`src/rtl/morse_pkg.sv`:
```
// Shared Morse definitions: FSM states, code map, unit counts and the
// pattern/length encoding used by both the encoder and the future decoder.
package morse_pkg;

  localparam int unsigned CHAR_CODE_W     = 6;
  localparam int unsigned PAT_W           = 5;
  localparam int unsigned LEN_W           = 3;

  localparam int unsigned CODE_DIGIT_BASE = 26;
  localparam int unsigned CODE_SPACE      = 36;
  localparam int unsigned CODE_MAX_VALID  = 36;

  localparam int unsigned DOT_UNITS       = 1;
  localparam int unsigned DASH_UNITS      = 3;
  localparam int unsigned ELEM_GAP_UNITS  = 1;
  localparam int unsigned CHAR_GAP_UNITS  = 3;
  localparam int unsigned WORD_GAP_UNITS  = 7;

  typedef enum logic [2:0] {
    ST_IDLE,
    ST_MARK,
    ST_GAP,
    ST_CHAR_GAP,
    ST_WORD_GAP
  } state_e;

  // pat: LSB is the first element, 1 = dash; len: element count (0 for space)
  typedef struct packed {
    logic [LEN_W-1:0] len;
    logic [PAT_W-1:0] pat;
    logic             valid;
  } morse_sym_t;

  function automatic morse_sym_t morse_lookup(input int unsigned code);
    morse_sym_t  s;
    int unsigned d;
    s = '0;
    d = 0;
    if (code < CODE_DIGIT_BASE) begin
      s.valid = 1'b1;
      case (code)
        0:  {s.len, s.pat} = {3'd2, 5'b00010};
        1:  {s.len, s.pat} = {3'd4, 5'b00001};
        2:  {s.len, s.pat} = {3'd4, 5'b00101};
        3:  {s.len, s.pat} = {3'd3, 5'b00001};
        4:  {s.len, s.pat} = {3'd1, 5'b00000};
        5:  {s.len, s.pat} = {3'd4, 5'b00100};
        6:  {s.len, s.pat} = {3'd3, 5'b00011};
        7:  {s.len, s.pat} = {3'd4, 5'b00000};
        8:  {s.len, s.pat} = {3'd2, 5'b00000};
        9:  {s.len, s.pat} = {3'd4, 5'b01110};
        10: {s.len, s.pat} = {3'd3, 5'b00101};
        11: {s.len, s.pat} = {3'd4, 5'b00010};
        12: {s.len, s.pat} = {3'd2, 5'b00011};
        13: {s.len, s.pat} = {3'd2, 5'b00001};
        14: {s.len, s.pat} = {3'd3, 5'b00111};
        15: {s.len, s.pat} = {3'd4, 5'b00110};
        16: {s.len, s.pat} = {3'd4, 5'b01011};
        17: {s.len, s.pat} = {3'd3, 5'b00010};
        18: {s.len, s.pat} = {3'd3, 5'b00000};
        19: {s.len, s.pat} = {3'd1, 5'b00001};
        20: {s.len, s.pat} = {3'd3, 5'b00100};
        21: {s.len, s.pat} = {3'd4, 5'b01000};
        22: {s.len, s.pat} = {3'd3, 5'b00110};
        23: {s.len, s.pat} = {3'd4, 5'b01001};
        24: {s.len, s.pat} = {3'd4, 5'b01101};
        25: {s.len, s.pat} = {3'd4, 5'b00011};
        default: s = '0;
      endcase
    end else if (code < CODE_SPACE) begin
      // Digits 0-5 are dashes shifted out by dots; 6-9 are leading dashes only
      d       = code - CODE_DIGIT_BASE;
      s.valid = 1'b1;
      s.len   = LEN_W'(5);
      s.pat   = (d <= 5) ? PAT_W'(32'h1F << d) : PAT_W'((32'd1 << (d - 5)) - 32'd1);
    end else if (code <= CODE_MAX_VALID) begin
      s.valid = 1'b1;
    end
    return s;
  endfunction

endpackage

```
`src/rtl/morse_encoder_if.sv`:
```
// Character handshake between the mode/keypad front end and the Morse encoder.
interface morse_encoder_if #(
  parameter int unsigned CODE_W = morse_pkg::CHAR_CODE_W
);
  logic              char_valid;
  logic [CODE_W-1:0] char_code;
  logic              char_ready;

  modport master (output char_valid, output char_code, input  char_ready);
  modport slave  (input  char_valid, input  char_code, output char_ready);
endinterface

```
`src/rtl/morse_rom.sv`:
```
// Combinational character code -> {len, pat, valid} lookup.
module morse_rom
  import morse_pkg::*;
#(
  parameter int unsigned CODE_W = CHAR_CODE_W
) (
  input  logic [CODE_W-1:0] char_code_i,
  output morse_sym_t        sym_c_o
);

  assign sym_c_o = morse_lookup(32'(char_code_i));

endmodule

```
`src/rtl/morse_encoder.sv`:
```
// Encoder-mode datapath: plays accepted characters out as Morse keying on
// key_out with standard unit timing.
module morse_encoder
  import morse_pkg::*;
#(
  parameter int unsigned UNIT_CYCLES = 20_000_000,
  parameter int unsigned CODE_W      = CHAR_CODE_W
) (
  input  logic                  clk,
  input  logic                  rst,
  input  logic                  en,
  morse_encoder_if.slave        char_if,
  output logic                  key_out,
  output logic                  busy,
  output logic                  err
);

  localparam int unsigned CNT_W = $clog2(WORD_GAP_UNITS * UNIT_CYCLES) + 1;

  localparam logic [CNT_W-1:0] DOT_END  = CNT_W'(DOT_UNITS      * UNIT_CYCLES - 1);
  localparam logic [CNT_W-1:0] DASH_END = CNT_W'(DASH_UNITS     * UNIT_CYCLES - 1);
  localparam logic [CNT_W-1:0] ELEM_END = CNT_W'(ELEM_GAP_UNITS * UNIT_CYCLES - 1);
  localparam logic [CNT_W-1:0] CHAR_END = CNT_W'(CHAR_GAP_UNITS * UNIT_CYCLES - 1);
  localparam logic [CNT_W-1:0] WORD_END = CNT_W'(WORD_GAP_UNITS * UNIT_CYCLES - 1);

  state_e           state_q, state_d;
  logic [CNT_W-1:0] cnt_q, cnt_d;
  logic [CNT_W-1:0] cnt_end_c;
  logic [PAT_W-1:0] pat_q, pat_d;
  logic [LEN_W-1:0] rem_q, rem_d;
  logic             key_d, busy_d, err_d;
  logic             accept_c;
  logic             done_c;
  morse_sym_t       sym_c;

  morse_rom #(.CODE_W(CODE_W)) u_rom (
    .char_code_i (char_if.char_code),
    .sym_c_o     (sym_c)
  );

  assign char_if.char_ready = (state_q == ST_IDLE) && en;
  assign accept_c           = char_if.char_valid && char_if.char_ready;

  // Terminal count of the current state; the counter restarts on every entry
  always_comb begin
    cnt_end_c = '0;
    unique case (state_q)
      ST_MARK:     cnt_end_c = pat_q[0] ? DASH_END : DOT_END;
      ST_GAP:      cnt_end_c = ELEM_END;
      ST_CHAR_GAP: cnt_end_c = CHAR_END;
      ST_WORD_GAP: cnt_end_c = WORD_END;
      default:     cnt_end_c = '0;
    endcase
  end

  assign done_c = (cnt_q == cnt_end_c);

  always_comb begin
    state_d = state_q;
    cnt_d   = cnt_q + CNT_W'(1);
    pat_d   = pat_q;
    rem_d   = rem_q;
    err_d   = 1'b0;
    unique case (state_q)
      ST_IDLE: begin
        cnt_d = '0;
        if (accept_c) begin
          if (!sym_c.valid) begin
            err_d = 1'b1;
          end else if (char_if.char_code == CODE_W'(CODE_SPACE)) begin
            state_d = ST_WORD_GAP;
          end else begin
            state_d = ST_MARK;
            pat_d   = sym_c.pat;
            rem_d   = sym_c.len;
          end
        end
      end
      ST_MARK: begin
        if (done_c) begin
          cnt_d   = '0;
          state_d = (rem_q == LEN_W'(1)) ? ST_CHAR_GAP : ST_GAP;
        end
      end
      ST_GAP: begin
        if (done_c) begin
          cnt_d   = '0;
          state_d = ST_MARK;
          pat_d   = pat_q >> 1;
          rem_d   = rem_q - LEN_W'(1);
        end
      end
      ST_CHAR_GAP, ST_WORD_GAP: begin
        if (done_c) begin
          cnt_d   = '0;
          state_d = ST_IDLE;
        end
      end
      default: begin
        cnt_d   = '0;
        state_d = ST_IDLE;
      end
    endcase
    key_d  = (state_d == ST_MARK);
    busy_d = (state_d != ST_IDLE);
  end

  always_ff @(posedge clk or posedge rst) begin
    if (rst) begin
      state_q <= ST_IDLE;
      cnt_q   <= '0;
      pat_q   <= '0;
      rem_q   <= '0;
      key_out <= 1'b0;
      busy    <= 1'b0;
      err     <= 1'b0;
    end else begin
      state_q <= state_d;
      cnt_q   <= cnt_d;
      pat_q   <= pat_d;
      rem_q   <= rem_d;
      key_out <= key_d;
      busy    <= busy_d;
      err     <= err_d;
    end
  end

endmodule

```
`src/flat_wrapper.sv`:
```
// flat-port wrapper written by rule: the top's interface ports become plain ports
module morse_encoder_flat import morse_pkg::*;
#(
  parameter int unsigned UNIT_CYCLES = 20_000_000,
  parameter int unsigned CODE_W      = CHAR_CODE_W
)
  (clk, rst, en, key_out, busy, err, char_if_char_valid, char_if_char_code, char_if_char_ready);
  morse_encoder_if #(.CODE_W(CODE_W)) char_if_i ();
  input  logic clk;
  input  logic rst;
  input  logic en;
  output logic key_out;
  output logic busy;
  output logic err;
  input wire logic [$bits(char_if_i.char_valid)-1:0] char_if_char_valid;
  input wire logic [$bits(char_if_i.char_code)-1:0] char_if_char_code;
  output wire logic [$bits(char_if_i.char_ready)-1:0] char_if_char_ready;
  assign char_if_i.char_valid = char_if_char_valid;
  assign char_if_i.char_code = char_if_char_code;
  assign char_if_char_ready = char_if_i.char_ready;
  morse_encoder #(.UNIT_CYCLES(UNIT_CYCLES), .CODE_W(CODE_W)) u_core (.clk(clk), .rst(rst), .en(en), .char_if(char_if_i), .key_out(key_out), .busy(busy), .err(err));
endmodule
```
`config.mk`:
```
export PLATFORM = sky130hd
export DESIGN_NAME = morse_encoder_flat
export DESIGN_NICKNAME = d
export VERILOG_FILES = /design/src/rtl/morse_pkg.sv /design/src/rtl/morse_encoder_if.sv /design/src/rtl/morse_rom.sv /design/src/rtl/morse_encoder.sv /design/src/flat_wrapper.sv
export SDC_FILE = /design/constraint.sdc
export NUM_CORES = 1
export LEC_CHECK = 0
export BUFFER_PORTS_ARGS = -buffer_cell sky130_fd_sc_hd__buf_4
export CORE_MARGIN = 2
export CORE_UTILIZATION = 45
export CTS_CLUSTER_DIAMETER = 40
export DETAILED_ROUTE_END_ITERATION = 7
export PLACE_DENSITY = 0.69
export SKIP_LAST_GASP = 1
export SYNTH_ARGS = -nofsm -noshare
export SYNTH_HDL_FRONTEND = slang
export SYNTH_SLANG_ARGS = --single-unit
export TNS_END_PERCENT = 20
```
`constraint.sdc`:
```
create_clock -name clk -period 2.3 [get_ports clk]
set_input_delay 0 -clock clk [delete_from_list [all_inputs] [get_ports clk]]
set_output_delay 0 -clock clk [all_outputs]
set_load 0.01 [all_outputs]
```
==> results.yml <==
critical_path:
  cp-end-kind: "flop"
  slowest_stage: "dfrtp_1"
  r2r_cells: 9
  crit_chain: "or2_4 -> buf_4 -> maj3_1 -> o221ai_2 -> o311a_4 -> nand3_2 -> buf_4 -> a221o_1 -> o21ai_0"
  crit_required_ns: 2.52
  timing.critical_path.arrival_ns: 2.67
  cp-start-kind: "flop"
  cp_top_family: "compound AO/OA/AOI/OAI gates"
  cp_max_fo: 4
  cpPeakStageDelay_ns: 0.40
  cp.depth: 9
  crit_path_frequent_cell: "buf_4"
  cp_num_buf_inv: 2
  worstSetupPathType: "flop to flop"
timing:
  min_period_ns: 2.45
  worst_pin_slew_ns: 0.942
  finalHoldViolations: 0
  finalSetupViolations: 39
  worst_slack_ns: -0.149
  fmax_ghz: 0.408
  min_period_over_period_pct: 106
  rsz0062_at_grt: "true"
  maxSlewHeadroom_pct: 37.1
  fin_skew_ns: 0.00829
  finalMaxSlewViolations: 0
die:
  start_util_pct: 46.6
  die_y_um: 93.5
  std_cell_rows: 32
  die_w_um: 93.5
  core_area_sq_mm: 0.00773
  io_pins: 14
  die_area_sq_mm: 0.00873
global_route:
  antenna_found_initial: 0
  global_route.usage.met2_pct: 40.8
  grt_pass1_wl_mm: 17.1
  grt_pass1_vias: 3670
  grt.met3_usage_pct: 3.95
  track_usage_pct: 24.0
  grtUsageMet1_pct: 31.9
  grt_max_degree: 44
  busiest_layer: "met2"
  grt-ovfl-total: 0
cts:
  ctsRootBufferMaster: "clkbuf_8"
  clk_path_buf_depth: 2
  clkTransAtPathRegs_ns: 0.09
  cts_tree: "yes"
  worstSkewPairLatency_ns: 0.30
  h-tree-depth: 2
  clock_sinks: 43
  cts_made_buffers: 5
logic_synthesis:
  synthesis.area_sq_mm: 0.00360
  synthCells: 445
  synthArstFlopShare_pct: 100
  ys_ff_latch: 43
  seq_area_frac_synth_pct: 29.9
  syn-num-nets: 467
  synth_edf_count: 0
  avgSynthCellArea_sq_um: 8.09
  synth_ff_type: "dfrtp_1"
  synth_cell_types: 65
  yosysWarnings: 0
outcome:
  outcome: "complete, but fails checks"
  violations: "negative setup slack"
hold_path:
  min_path_type: "input port to flop"
  whs_path_depth: 5
cells_and_area:
  nNetsFinal: 582
  drive_gt1_share_pct: 34.0
  finalCoreUtilization_pct: 65.5
  area_delta_synth_final_pct: 40.7
  fin_area_sq_mm: 0.00506
  n_antenna_cell: 0
run:
  max-cap-violations: 0
placement:
  place_area_sq_mm: 0.00452
  dp_hpwl_mm: 7.19
  gp_congestion: 1.00
  io_buffers: 13
route:
  ant_nets: 0
  drcViolationCount: 0
  wirelength_mm: 10.7
  vias: 3844
  routedWlPerCell_um: 16.2
  firstDrtPassIters: 5
  drt_first_iter_violations: 286
  drt-vias-per-instance: 5.80
power:
  p_leak_uw: 0.00227
  powerDensity_mw_per_mm2: 325
  vdd.ir_drop.worst_uv: 303
## logic make-up after synthesis
logic type | after synthesis | share of synthesized area [%]
buf+inv | 42 | 4.83
compound gates | 91 | 18.4
mux | 17 | 4.90
fa+ha+maj | 13 | 4.45
xor+xnor | 31 | 7.54
simple gates | 208 | 30.0
flops | 43 | 29.9
## cell usage in the layout (no fill, tap or decap), types with 3 or more instances in the layout
master / netlist / final
xor2_1: 17 / 17
nand3_1: 20 / 18
nor2_1: 59 / 52
a211oi_1: 5 / 4
dlygate4sd3_1: 0 / 3
nor3_1: 15 / 14
o31ai_1: 4 / 3
nor4_1: 7 / 5
a22oi_1: 4 / 4
and2_1: 5 / 5
nor2b_1: 9 / 7
and4_1: 4 / 4
a21oi_1: 21 / 21
o22ai_1: 3 / 3
nor2_2: 0 / 5
xnor2_1: 14 / 14
nand2_4: 0 / 3
o21ai_0: 14 / 13
and3_1: 7 / 6
nand2_1: 36 / 33
clkbuf_8: 0 / 6
mux2_4: 0 / 4
o211ai_1: 4 / 4
nand4_1: 9 / 9
a21o_1: 4 / 4
dfrtp_1: 43 / 42
mux2i_1: 12 / 11
a31oi_1: 5 / 3
buf_6: 0 / 5
o22a_1: 3 / 3
ha_1: 12 / 10
buf_4: 2 / 121
nand3b_1: 7 / 7
inv_1: 17 / 14
nand2b_1: 8 / 8
## where the power goes
part           switching [uW]  internal (uW)  total [uW]
Clock                     281            246         526
Combinational             189            168         357
Sequential               3.73            761         764
## worst paths after layout
path,startpoint,end,slack (ns)
setup / recovery,u_core.state_q[0]$_DFF_PP0_,u_core.rem_q[0]$_DFFE_PP0P_,-0.15
hold / removal,char_if_char_code[1],u_core.pat_q[4]$_DFFE_PP0P_,0.33
setup reg to reg,u_core.state_q[0]$_DFF_PP0_,u_core.rem_q[0]$_DFFE_PP0P_,-0.15
hold reg to reg,u_core.pat_q[4]$_DFFE_PP0P_,u_core.pat_q[4]$_DFFE_PP0P_,0.51
max in group asynchronous,rst,u_core.state_q[2]$_DFF_PP0_,1.18
min in group asynchronous,rst,u_core.cnt_q[2]$_DFF_PP0_,0.46
## synthesized netlist by cell type, drive strengths merged, types with 4 or more instances
| cell type | n | share of area [%] |
|---|---|---|
| a211oi | 5 | 1.0 |
| a21o | 4 | 0.83 |
| a21oi | 21 | 2.9 |
| a22oi | 4 | 0.83 |
| a31oi | 7 | 1.8 |
| and2 | 6 | 1.1 |
| and3 | 7 | 1.2 |
| and4 | 4 | 0.97 |
| buf | 12 | 1.7 |
| clkbuf | 13 | 1.4 |
| dfrtp | 43 | 30 |
| ha | 12 | 4.2 |
| inv | 17 | 1.8 |
| mux2 | 5 | 1.6 |
| mux2i | 12 | 3.3 |
| nand2 | 36 | 3.8 |
| nand2b | 8 | 1.4 |
| nand3 | 21 | 3.1 |
| nand3b | 7 | 1.5 |
| nand4 | 9 | 1.6 |
| nor2 | 59 | 6.2 |
| nor2b | 9 | 1.6 |
| nor3 | 15 | 2.1 |
| nor4 | 8 | 1.6 |
| o211ai | 4 | 0.83 |
| o21ai | 14 | 1.9 |
| o31ai | 4 | 0.83 |
| or3 | 4 | 0.69 |
| xnor2 | 14 | 3.4 |
| xor2 | 17 | 4.1 |
## worst min-delay path, stage by stage
cell      delay [ns]
buf_6           0.09
buf_4           0.12
a211oi_1        0.07
nor4_1          0.16
a22o_1          0.15
## flip-flops by register name (all words and copies together), names as in the netlist
register        flops
u_core.pat_q        5
u_core.cnt_q       29
u_core.rem_q        3
u_core.state_q      3
u_core.busy         1
u_core.err          1
u_core.key_out      1
## metal layers
metal	wire, um	up-vias
li1	-	1840
met1	4790	1880
met2	5260	104
met3	501	20
met4	181	0
met5	0	-
## area by class of cell
cell class,count,area (sq um)
Inverter,17,68.8
Clock inverter,2,16.3
Tap cell,102,128
Clock buffer,6,82.6
Multi-Input combinational cell,360,2600
Sequential cell,43,1080
Timing Repair Buffer,133,1090
Fill cell,580,2660
## stage by stage
step	instances	TNS (ns)	setup slack (ns)	hold WS, ns	total power, uW
global placement	637	-2.94	-0.362	0.251	1100
CTS	661	-3.58	-0.142	0.332	1640
floorplan	445	-0.760	-0.250	0.144	979
detailed placement	637	-4.45	-0.414	0.270	1110
global route	663	-4.89	-0.234	0.390	1710
finish	663	-2.19	-0.149	0.333	1650
## repair_timing
item / CTS / global route
hold buffers: 3 / 0
gates cloned: 2 / 1
pin swaps: 21 / 7
endpoints found under the hold margin: 44 / 0
resized for setup: 31 / 25
buffers inserted: 11 / 2
setup endpoints to repair: 40 / 40
(Power assumes the default switching activity.)
